**src/rtl/dtc_vote_accum_if.sv**
```systemverilog
// Handshake bundle for the decision-tree vote accumulator.
// Input side: codeword stream with in_flush. Output side: the held vote.
// Optional feature macro: DTC_VOTE_NSAMP_EN adds out_nsamp, the sample count behind out_vote.
interface dtc_vote_accum_if #(
    parameter int W   = 10,
    parameter int WIN = 8
);
    localparam int CW = $clog2(WIN + 1);

    logic         in_valid;
    logic         in_ready;
    logic [W-1:0] in_code;
    logic         in_flush;
    logic         out_valid;
    logic         out_ready;
    logic [W-1:0] out_vote;
`ifdef DTC_VOTE_NSAMP_EN
    logic [CW-1:0] out_nsamp;

    modport master (
        output in_valid, in_code, in_flush, out_ready,
        input  in_ready, out_valid, out_vote, out_nsamp
    );
    modport slave (
        input  in_valid, in_code, in_flush, out_ready,
        output in_ready, out_valid, out_vote, out_nsamp
    );
`else
    modport master (
        output in_valid, in_code, in_flush, out_ready,
        input  in_ready, out_valid, out_vote
    );
    modport slave (
        input  in_valid, in_code, in_flush, out_ready,
        output in_ready, out_valid, out_vote
    );
`endif
endinterface

```
**src/rtl/dtc_vote_accum.sv**
```systemverilog
// Per-bit majority vote over windows of WIN classifier codewords (or fewer on flush).
// Optional feature macro: DTC_VOTE_NSAMP_EN adds a registered out_nsamp output.
//
// state | meaning
// ACCUM | accepting samples, counting set bits per codeword bit
// HOLD  | vote presented on out_vote, waiting for out_ready
module dtc_vote_accum #(
    parameter int W   = 10,
    parameter int WIN = 8
) (
    input  logic             clk,
    input  logic             rst_n,
    dtc_vote_accum_if.slave  bus
);
    localparam int CW = $clog2(WIN + 1);

    typedef enum logic {
        ACCUM = 1'b0,
        HOLD  = 1'b1
    } state_t;

    state_t        state;
    logic [CW-1:0] cnt [W];
    logic [CW-1:0] n;
    logic          out_valid_r;
    logic [W-1:0]  out_vote_r;

    logic          accept;
    logic          close;
    logic [CW-1:0] cnt_nx [W];
    logic [CW-1:0] n_nx;
    logic [W-1:0]  vote_nx;

    assign bus.in_ready  = (state == ACCUM);
    assign bus.out_valid = out_valid_r;
    assign bus.out_vote  = out_vote_r;
    assign accept        = bus.in_valid && (state == ACCUM);

    // Counts including this cycle's sample, and the vote they would produce.
    // The doubled count is compared one bit wider so a tie never wins.
    always_comb begin
        n_nx = n + CW'(accept);
        for (int i = 0; i < W; i++) begin
            cnt_nx[i]  = cnt[i] + CW'(accept && bus.in_code[i]);
            vote_nx[i] = ({cnt_nx[i], 1'b0} > {1'b0, n_nx});
        end
        close = (state == ACCUM) &&
                ((accept && (n == CW'(WIN - 1))) ||
                 (bus.in_flush && ((n != '0) || accept)));
    end

`ifdef DTC_VOTE_NSAMP_EN
    logic [CW-1:0] out_nsamp_r;
    assign bus.out_nsamp = out_nsamp_r;

    // Sample count captured alongside the vote.
    always_ff @(posedge clk or negedge rst_n) begin
        if (!rst_n) begin
            out_nsamp_r <= '0;
        end else if (close) begin
            out_nsamp_r <= n_nx;
        end
    end
`endif

    // Window FSM: accumulate, close into a registered vote, hold until taken.
    always_ff @(posedge clk or negedge rst_n) begin
        if (!rst_n) begin
            state       <= ACCUM;
            n           <= '0;
            out_valid_r <= 1'b0;
            out_vote_r  <= '0;
            for (int i = 0; i < W; i++) cnt[i] <= '0;
        end else begin
            case (state)
                ACCUM: begin
                    if (close) begin
                        out_vote_r  <= vote_nx;
                        out_valid_r <= 1'b1;
                        n           <= '0;
                        for (int i = 0; i < W; i++) cnt[i] <= '0;
                        state       <= HOLD;
                    end else begin
                        n <= n_nx;
                        for (int i = 0; i < W; i++) cnt[i] <= cnt_nx[i];
                    end
                end
                HOLD: begin
                    if (bus.out_ready) begin
                        out_valid_r <= 1'b0;
                        state       <= ACCUM;
                    end
                end
                default: state <= ACCUM;
            endcase
        end
    end
endmodule

```
**src/flat_wrapper.sv**
```systemverilog
// flat-port wrapper written by rule: the top's interface ports become plain ports
module dtc_vote_accum_flat 
#(
    parameter int W   = 10,
    parameter int WIN = 8
)
  (clk, rst_n, bus_in_valid, bus_in_code, bus_in_flush, bus_out_ready, bus_in_ready, bus_out_valid, bus_out_vote);
  dtc_vote_accum_if #(.W(W), .WIN(WIN)) bus_i ();
  input  logic clk;
  input  logic rst_n;
  input wire logic [$bits(bus_i.in_valid)-1:0] bus_in_valid;
  input wire logic [$bits(bus_i.in_code)-1:0] bus_in_code;
  input wire logic [$bits(bus_i.in_flush)-1:0] bus_in_flush;
  input wire logic [$bits(bus_i.out_ready)-1:0] bus_out_ready;
  output wire logic [$bits(bus_i.in_ready)-1:0] bus_in_ready;
  output wire logic [$bits(bus_i.out_valid)-1:0] bus_out_valid;
  output wire logic [$bits(bus_i.out_vote)-1:0] bus_out_vote;
  assign bus_i.in_valid = bus_in_valid;
  assign bus_i.in_code = bus_in_code;
  assign bus_i.in_flush = bus_in_flush;
  assign bus_i.out_ready = bus_out_ready;
  assign bus_in_ready = bus_i.in_ready;
  assign bus_out_valid = bus_i.out_valid;
  assign bus_out_vote = bus_i.out_vote;
  dtc_vote_accum #(.W(W), .WIN(WIN)) u_core (.clk(clk), .rst_n(rst_n), .bus(bus_i));
endmodule
```
**config.mk**
```make
export PLATFORM = sky130hd
export DESIGN_NAME = dtc_vote_accum_flat
export DESIGN_NICKNAME = d
export VERILOG_FILES = /design/src/rtl/dtc_vote_accum_if.sv /design/src/rtl/dtc_vote_accum.sv /design/src/flat_wrapper.sv
export SDC_FILE = /design/constraint.sdc
export NUM_CORES = 1
export LEC_CHECK = 0
export CAP_MARGIN = 20
export CORE_ASPECT_RATIO = 2
export CORE_UTILIZATION = 64
export DETAILED_ROUTE_END_ITERATION = 10
export PLACE_DENSITY_LB_ADDON = 0.05
export SETUP_SLACK_MARGIN = 0.02
export SLEW_MARGIN = 15
export SYNTH_ARGS = -nofsm -noshare
export SYNTH_HDL_FRONTEND = slang
export SYNTH_SLANG_ARGS = --single-unit
export TNS_END_PERCENT = 5
```
**constraint.sdc**
```tcl
create_clock -name clk -period 6.45 [get_ports clk]
set_input_delay 1.29 -clock clk [delete_from_list [all_inputs] [get_ports clk]]
set_output_delay 1.29 -clock clk [all_outputs]
set_load 0.1 [all_outputs]
```
==> impl_metrics.ini, run 1 <==
[finish]
post_route_cells_drive_above_1_share_pct = 5.65
num-nets-final = 463
final_common_cell = sky130_fd_sc_hd__nand2_1
n_fill_cell = 411
antenna_cells_inserted = 0
synthToLayoutAreaGrowth_pct = 10.9
layout_common_cells = 61 x sky130_fd_sc_hd__nand2_1, 55 x sky130_fd_sc_hd__dfrtp_1, 42 x sky130_fd_sc_hd__ha_1, 41 x sky130_fd_sc_hd__o21ai_0, 27 x sky130_fd_sc_hd__xor2_1

[detailed_routing]
antenna_violating_nets_post_route = 0
detail_route.drc_violations = 0
drt-vias-per-instance = 6.46
detailroute.via_count = 3018
wl_per_cell_um = 17.8
route.final.wire_length_um = 8320
number_of_drc_markers_in_iteration_0 = 177
firstDrtPassIters = 4

[setup_path]
crit-reg2reg-capture = u_core.bus.out_vote[0]
critical_path_fanout_max = 11
worst-endpoint-required_ps = 6670
critical_path.startpoint = bus_in_valid
end_kind = register
critical_path.reg2reg.startpoint = u_core.state
worstSetupPathType = primary input to register
worst-endpoint-arrival_ps = 4000
setup.worst_path.start_class = primary input
r2r_cells = 10
r2r_setup_slack_ps = 3750

[global_routing]
via_count_of_the_first_global_routing_pass = 3076
number_of_antenna_violations_at_the_first_check_in_global_routing = 0
grt_first_pass_wirelength_um = 14400
overall_overflow_remaining_after_global_route = 0
grt_usage_pct = 30.2
grt_max_degree = 94

[sta]
achievable_clock_frequency_ghz = 0.264
final.setup_skew_ps = 14.4
timing_worst_slew_pin_value_ps = 975
finalWorstPathRequiredPeriod_ps = 3780
timing_hold_violations_final = 0
slew_headroom_pct = 34.8
setup_total_negative_slack_ps = 0
setup_repair_after_global_routing_missed_its_margin = false
report.final.setup_viol = 0
finalMaxSlewViolations = 0
min_period_over_period_pct = 58.6

[yosys]
synth_fp_nets = 446
post_synth.cell_area_avg_um2 = 9.49
synth_enable_flop_cells = 0
asyncSetResetFlopFracSynth_pct = 100
yosysUniqueCellTypes = 39
synth.cell_area_um2 = 3690
synth-warning-count = 0
postSynthCellCount = 389
post-synth-top-area-cell = sky130_fd_sc_hd__dfrtp_1
share_of_cell_area_taken_by_muxes_after_synthesis_pct = 0
synth.top_cells.by_area = sky130_fd_sc_hd__dfrtp_1 38%, sky130_fd_sc_hd__ha_1 14%, sky130_fd_sc_hd__xor2_1 6.4%
ys_dominant_reg_cell = sky130_fd_sc_hd__dfrtp_1
synth-compound-area-share_pct = 20.5
share_of_synthesized_cell_area_in_and_or_nand_and_nor_gates_pct = 16.8
synth.yosys.seq_area_share_pct = 38.0
post-synth-top-area-fraction_pct = 38.0
arithmetic_cell_share_of_the_synthesized_area_counting_full_adders_half_adders_and_majority_gates_pct = 14.2
yosys_register_bits = 56
synth_xor_xnor_area_share_pct = 7.09
main_combinational_cell_family_by_area_after_synthesis = compound AO/OA/AOI/OAI gates

[power_and_ir_drop]
proportion_of_power_drawn_by_the_clock_network_pct = 11.9
netSwitchingFraction_pct = 49.3
switchingPower_mw = 0.977
ir_worst_vdd_mv = 0.449
p_int_mw = 1.01
power_leakage_nw = 1.85
power_per_cell_area_nw_per_um2 = 485
combPwrFrac_pct = 58.8
seqPwrFrac_pct = 29.4
p_total_mw = 1.98

[clocking]
cts-root-to-sink-buffers = 2
cts.repair.resized = 0
worst_setup_hold_path_clk_slew_ps = 110
clock_latency_on_the_worst_skew_pair_ps = 320
hold_buffers = 0
cts_max_level = 2
cts_setup_buffers = 0
clock_sink_count = 56
total_clock_buffers_created_by_cts = 5
cts_root_buf = sky130_fd_sc_hd__clkbuf_8
cts_tree = done

[floorplan]
row_count = 38
initial_core_util_pct = 67.5
die_extent_in_y_um = 109
fp.coreArea_um2 = 5470
floorplan.die_area_um2 = 6090
die_w_um = 55.7
top_level_port_count = 27

[min_path]
worstHoldPathCells = 2
hold_path_end = u_core.cnt[28]
worst_hold_startpoint = u_core.cnt[28]
min_path_type = register to register

[placement]
io_buffers = 26
weighted_congestion_at_the_end_of_routability_driven_global_placement = 0.832
dpl.hpwl_um = 5530

[flow_run]
cap_violations = 0

[status]
run_status = complete, no violations
[worst max-delay path, stage by stage]
cell and delay [ps]:
sky130_fd_sc_hd__clkdlybuf4s50_1 520, sky130_fd_sc_hd__nor2b_1 150, sky130_fd_sc_hd__buf_4 200, sky130_fd_sc_hd__ha_1 190, sky130_fd_sc_hd__nand3_1 100, sky130_fd_sc_hd__xnor2_1 390
sky130_fd_sc_hd__buf_4 270, sky130_fd_sc_hd__ha_1 270, sky130_fd_sc_hd__a31oi_1 190, sky130_fd_sc_hd__a22oi_1 90, sky130_fd_sc_hd__o32a_1 340
[synth_stat cells (4+ instances only)]
cell type                   count
sky130_fd_sc_hd__a22oi_1       10
sky130_fd_sc_hd__and2_1        10
sky130_fd_sc_hd__buf_2          4
sky130_fd_sc_hd__o21ai_0       41
sky130_fd_sc_hd__o22ai_1       10
sky130_fd_sc_hd__inv_1          4
sky130_fd_sc_hd__o32a_1         7
sky130_fd_sc_hd__nand3_1       11
sky130_fd_sc_hd__xor2_1        27
sky130_fd_sc_hd__clkbuf_1      16
sky130_fd_sc_hd__nand2_1       61
sky130_fd_sc_hd__nor2b_1       11
sky130_fd_sc_hd__o211ai_1       7
sky130_fd_sc_hd__dfrtp_1       56
sky130_fd_sc_hd__ha_1          42
sky130_fd_sc_hd__nor3b_1       10
sky130_fd_sc_hd__a2bb2oi_1      7
sky130_fd_sc_hd__o31ai_1       13
sky130_fd_sc_hd__nand2b_1       4
sky130_fd_sc_hd__and3_1         7
sky130_fd_sc_hd__a31oi_1        7
[kinds of logic after synthesis]
kind of cell	after synthesis
and+or+nand+nor	121
AOI/OAI and AO/OA	112
DFF	56
adders and majority gates	42
xor gates and xnor gates	29
buffers and inverters	29
[metrics by stage]
| step | setup WS (ps) | cells | instance area (um^2) | hold WS (ps) | utilization, % |
|---|---|---|---|---|---|
| 6_report | 2670 | 467 | 4090 | 510 | 74.8 |
| 5_1_grt | 2520 | 467 | 4090 | 529 | 74.8 |
| 4_1_cts | 2520 | 467 | 4080 | 511 | 74.6 |
| 3_5_place_dp | 2170 | 459 | 3970 | 488 | 72.7 |
| 3_3_place_gp | 2300 | 459 | 3970 | 478 | 72.7 |
| 2_1_floorplan | 2930 | 389 | 3690 | 459 | - |
[metal layers]
layer / vias up / share of wire (%) / track usage, %
met5: - / 0 / 0
met4: 0 / 3.0 / 13.6
met3: 25 / 3.2 / 3.88
met2: 73 / 54 / 55.0
met1: 1467 / 40 / 35.0
li1: 1453 / - / -
[flip-flops by register name, summed over array words and instances (netlist names)]
register              count
u_core.state              1
u_core.bus.out_vote      10
u_core.cnt               40
u_core.n                  4
u_core.bus.out_valid      1
[layout make-up]
class | count | area, um^2 | share of cell area (%)
Clock inverter | 2 | 35.0 | 0.856
Sequential cell | 56 | 1400 | 34.3
Timing Repair Buffer | 33 | 308 | 7.52
Tap cell | 60 | 75.1 | 1.83
Clock buffer | 6 | 72.6 | 1.77
Inverter | 6 | 22.5 | 0.550
Multi-Input combinational cell | 304 | 2180 | 53.2
[power groups by stage]
stage,combinational (mW),sequential (mW),clock [mW]
2_1_floorplan,0.665,0.805,0
3_3_place_gp,1.12,0.582,0
3_5_place_dp,1.16,0.588,0
4_1_cts,1.16,0.582,0.239
5_1_grt,1.29,0.598,0.248
6_report,1.17,0.583,0.235
[worst max-delay path by stage]
stage                        endpoint  slack [ps]  cells past startpoint
2_1_floorplan  u_core.bus.out_vote[5]        2930                      9
3_3_place_gp   u_core.bus.out_vote[2]        2300                      9
4_1_cts        u_core.bus.out_vote[5]        2520                      9
6_report       u_core.bus.out_vote[0]        2670                     11
5_1_grt        u_core.bus.out_vote[3]        2520                     11
3_5_place_dp   u_core.bus.out_vote[0]        2170                      9
Note: power is estimated with default switching activity, not from simulation.
==> inputs of run 2 (changes only) <==
CORE_UTILIZATION = 53   (was 64)
clock period = 3.2 ns   (was 6.45 ns; I/O delays follow)
==> run 2 against run 1 <==
Clock power up 140%. First-iteration DRC count shrank 11%. Sequential cell count stayed put. Design area grew 3.9%. Utilization shrank 11 points. Worst hold slack worse by 160 ps. Combinational power increased by 110%. Clock skew is 8.6 ps lower. Setup slack worse by 2300 ps. Count of clock-buffer cells in the layout increased by 2. Final cell count is 9.2% higher. Critical path type unchanged. Critical endpoint is now u_core.bus.out_vote[2]. Largest cell class unchanged. Highest routed layer unchanged.
==> impl_metrics.ini, run 2 (same netlist as run 1, synthesis figures left out) <==
[floorplan]
initial_core_util_pct = 55.3
fp.coreArea_um2 = 6670
row_count = 42
top_level_port_count = 27
floorplan.die_area_um2 = 7320
die_w_um = 61
die_extent_in_y_um = 120

[min_path]
min_path_type = primary input to async pin

[detailed_routing]
number_of_drc_markers_in_iteration_0 = 157
detail_route.drc_violations = 0
route.final.wire_length_um = 8730
antenna_violating_nets_post_route = 0
wl_per_cell_um = 17.1
firstDrtPassIters = 4
detailroute.via_count = 3032
drt-vias-per-instance = 5.95

[status]
run_status = complete, no violations

[sta]
holdWs_ps = 347
slew_headroom_pct = 41.7
setup_repair_after_global_routing_missed_its_margin = false
setup_total_negative_slack_ps = 0
timing_worst_slew_pin_value_ps = 875
final.setup_skew_ps = 5.86
report.final.setup_viol = 0
finalMaxSlewViolations = 0
min_period_over_period_pct = 89.7
achievable_clock_frequency_ghz = 0.349
timing_hold_violations_final = 0
finalWorstPathRequiredPeriod_ps = 2870

[finish]
post_layout_nonfiller_instances = 510
post_route_cells_drive_above_1_share_pct = 11.8
antenna_cells_inserted = 0
layout_common_cells = 61 x sky130_fd_sc_hd__nand2_1, 55 x sky130_fd_sc_hd__dfrtp_1, 42 x sky130_fd_sc_hd__ha_1, 41 x sky130_fd_sc_hd__o21ai_0, 33 x sky130_fd_sc_hd__buf_4
final_common_cell = sky130_fd_sc_hd__nand2_1
multi_input_comb_area_um2 = 2170
num-nets-final = 478
final-seq-area_um2 = 1400
largest_register_ffs = 40
n_fill_cell = 603
synthToLayoutAreaGrowth_pct = 15.2
largest_register = u_core.cnt

[flow_run]
cap_violations = 0

[global_routing]
overall_overflow_remaining_after_global_route = 0
grt_first_pass_wirelength_um = 14700
grt_usage_pct = 27.1
grt_max_degree = 95
via_count_of_the_first_global_routing_pass = 3206
number_of_antenna_violations_at_the_first_check_in_global_routing = 0

[placement]
weighted_congestion_at_the_end_of_routability_driven_global_placement = 0.808
io_buffers = 26
dpl.hpwl_um = 6110
post-place-cells = 502

[setup_path]
critical_path_fanout_max = 4
worst-endpoint-required_ps = 3380
worstSetupPathType = primary input to register
critical_path.startpoint = bus_in_valid
setup.worst_path.start_class = primary input
critical_path.reg2reg.startpoint = u_core.state
worst-endpoint-arrival_ps = 3050
end_kind = register

[clocking]
total_clock_buffers_created_by_cts = 5
cts_root_buf = sky130_fd_sc_hd__clkbuf_16
clock_sink_count = 56
cts_tree = done
cts_max_level = 2
cts-root-to-sink-buffers = 2
cts_setup_buffers = 0
worst_setup_hold_path_clk_slew_ps = 70
clock_latency_on_the_worst_skew_pair_ps = 300

[power_and_ir_drop]
power_per_cell_area_nw_per_um2 = 970
ir_worst_vdd_mv = 0.682
power_leakage_nw = 1.95
-- run 2: repair_timing --
| item | 4_1_cts | 5_1_grt |
|---|---|---|
| gates resized for setup | 0 | 1 |
| hold buffers | 0 | 0 |
| endpoints found under the setup margin | 0 | 1 |
| hold endpoints to repair | 0 | 0 |
-- run 2: power by group --
group	switching [mW]	internal, mW	total, mW	leakage [nW]
sequential	0.214	0.954	1.17	0.711
clock	0.247	0.313	0.560	0.0712
combinational	1.52	0.875	2.40	1.16
-- run 2: per-layer routing --
metal	wire length, um	global-route usage, %	part of all wire (%)
met1	3620	31.8	41
met2	4630	46.6	53
met3	220	3.88	2.5
met4	259	12.4	3.0
met5	0	0	0
-- run 2: worst max-delay path, cell delays in order --
cell	delay, ps
sky130_fd_sc_hd__clkdlybuf4s50_1	470
sky130_fd_sc_hd__nor2b_2	230
sky130_fd_sc_hd__buf_4	150
sky130_fd_sc_hd__and2_1	140
sky130_fd_sc_hd__ha_1	180
sky130_fd_sc_hd__ha_1	210
sky130_fd_sc_hd__xor2_1	170
sky130_fd_sc_hd__ha_1	270
sky130_fd_sc_hd__a31oi_1	170
sky130_fd_sc_hd__a22oi_1	80
sky130_fd_sc_hd__o32a_1	330
-- run 2: worst paths after layout --
check | to | slack, ps | cells after the start
worst max-delay path | u_core.bus.out_vote[2] | 330 | 11
worst min-delay path | u_core.cnt[22] | 350 | 1
worst max register to register | u_core.bus.out_vote[2] | 760 | 10
worst min register to register | u_core.cnt[0] | 500 | 2
max in group asynchronous | u_core.state | 2250 | 2
min in group clk | u_core.cnt[0] | 500 | 2
-- run 2: layout make-up --
cell class | instances | area share (%)
multi-input combinational | 304 | 51.0
sequential | 56 | 33.0
tap | 88 | 2.59
inverter | 6 | 0.530
timing repair buffer | 48 | 9.48
clock buffer | 8 | 3.44
-- run 2: stage by stage --
stage	power, mW	setup slack [ps]	instance area (um^2)	util, %
after floorplan	2.96	327	3690	-
after global placement	3.49	-69.4	4100	61.5
after detailed placement	3.56	-77.6	4100	61.5
after CTS	4.14	227	4250	63.7
after global routing	4.47	113	4250	63.7
final	4.13	331	4250	63.7
==> edit (settings of run 2) <==
`WIN` is set to 8 in 3 places; all go to 16.
--- a/src/rtl/dtc_vote_accum_if.sv
+++ b/src/rtl/dtc_vote_accum_if.sv
@@ -5,3 +5,3 @@
     parameter int W   = 10,
-    parameter int WIN = 8
+    parameter int WIN = 16
 );
--- a/src/rtl/dtc_vote_accum.sv
+++ b/src/rtl/dtc_vote_accum.sv
@@ -8,3 +8,3 @@
     parameter int W   = 10,
-    parameter int WIN = 8
+    parameter int WIN = 16
 ) (
--- a/src/flat_wrapper.sv
+++ b/src/flat_wrapper.sv
@@ -4,3 +4,3 @@
     parameter int W   = 10,
-    parameter int WIN = 8
+    parameter int WIN = 16
 )
Function: changed (Yosys sat finds a counterexample within 10 cycles, from zero or initial values and one cycle with rst_n low).
==> edit against run 2 <==
Routed wire length increased by 8.0%. Cell count increased by 1.2%. Die area increased by 14%. Total power decreased by 2.0%. Critical path depth unchanged. Cell area increased by 16%. Sequential cell count increased by 11. Setup slack got worse by 0.18 ns. First-iteration DRC count decreased by 32%. Area after synthesis increased by 14%. Worst hold slack improved by 0.019 ns. Largest power group unchanged. Highest routed layer unchanged.
==> edit: results (changes against run 2) <==
[outcome]
status = finished, final reports clean

[yosys]
synth_compound_area_frac = 0.137  ; -0.0685
synth-seq-area-share = 0.399  ; +0.0191
synth_ff_type = dfrtp_1
muxShareOfSynthArea = 0.0569  ; +0.0569
synthTopCellsByArea = dfrtp_1 (40%), ha_1 (18%), a22o_1 (6.5%)
avgSynthCellArea_um2 = 11.3  ; +19%
async_flop_share = 1.00  ; unchanged
yosys.area_share.xor_xnor = 0.0917  ; +0.0208
synth_cell_types = 28  ; -28%
synthAdderAreaFrac = 0.185  ; +0.0422
syn-num-nets = 449  ; +0.67%
synth_commonest_cells = dfrtp_1 (67), ha_1 (62), a22o_1 (31)

[pwr]
cellLeakagePower_nw = 2.55  ; +31%
ir_drop_v = 0.000452  ; -34%

[sta]
relSlewSlack = 0.516  ; +0.0992
period_minus_slack_ns = 3.05  ; +0.183 ns

[placed_design]
placed_area_mm2 = 0.00465  ; +13%
gp_congestion = 0.774  ; -4.3%
dp_hpwl_um = 6250  ; +2.3%
portBuffers = 26  ; unchanged
dp.cells = 500  ; -0.40%
place_ws_ns = -0.182  ; -0.104 ns

[layout]
nNetsFinal = 494  ; +3.3%
largest_reg_flops = 50  ; +25%
drive_gt1_frac = 0.152  ; +0.0332
fillers = 645  ; +7.0%

[drt]
via_per_inst = 5.89  ; -1.0%
wl_per_cell_um = 18.3  ; +6.8%
vias = 3037  ; +0.16%
drt_iter0_drc = 107  ; -32%

[clock_network]
htree_levels = 3  ; +1
cts-buffers-inserted = 9  ; +4
path_clk_slew_ns = 0.05  ; -0.02 ns
clk_latency_ns = 0.33  ; +0.03 ns
clockBufferDepth = 2  ; unchanged

[grt]
grt_use_total = 0.248  ; -0.0226
grt_max_degree = 61  ; -36%
grt_pass1_vias = 3242  ; +1.1%
grt_pass1_wl_um = 15500  ; +5.1%

[setup_path]
crit_arrival_ns = 3.27  ; +0.22 ns
r2r_setup_slack_ns = 0.61  ; -0.15 ns

[edit: cell types whose count changed in the layout (fill, tap and decap cells not counted), sizes merged, moves of 13 or more]
| cell | delta |
|---|---|
| o21ai | -20 |
| o31ai | -13 |
| ha | +20 |
| nand2 | -47 |
| xnor2 | +20 |
| a22o | +31 |
[edit: cell type report]
type                            count  area (um^2)  share of cell area
Tap cell                           94          118              0.0239
Clock buffer                       14          264              0.0536
Clock inverter                      2         10.0             0.00203
Sequential cell                    67         1680               0.341
Inverter                            2         7.51             0.00152
Multi-Input combinational cell    288         2440               0.495
Timing Repair Buffer               49          410              0.0833
[edit: cells by family after synthesis]
group,after synthesis
AND/OR/NAND/NOR,83
AO/OA/AOI/OAI,79
XOR/XNOR,44
adder cells (fa/ha/maj),62
multiplexers,20
flip-flops,67
buffers and inverters,17
[edit: per-stage QoR]
stage	util	hold WS, ns	TNS [ns]
floorplan	-	0.344	0
global placement	0.607	0.488	-0.984
detailed placement	0.607	0.495	-1.20
CTS	0.643	0.386	0
global route	0.643	0.420	0
finish	0.643	0.366	0
[edit: report_power, final]
part	switching (mW)	total, mW	internal (mW)
sequential	0.117	1.13	1.01
clock	0.353	0.917	0.565
combinational	1.18	2.00	0.825
[edit: path summary, 6_finish.rpt]
path	from	end	cells past startpoint
setup / recovery	bus_in_valid	u_core.bus.out_vote[3]	11
hold / removal	rst_n	u_core.bus.out_vote[2]	1
setup reg to reg	u_core.state	u_core.bus.out_vote[3]	10
hold reg to reg	u_core.cnt[29]	u_core.cnt[29]	2
max in group asynchronous	rst_n	u_core.state	2
min in group clk	u_core.cnt[29]	u_core.cnt[29]	2
[edit: metal layers]
metal / wire (um) / global-route usage / part of all wire
met1: 4080 / 0.303 / 0.43
met3: 273 / 0.0534 / 0.029
met5: 0 / 0 / 0
met2: 4930 / 0.422 / 0.52
met4: 144 / 0.0915 / 0.015
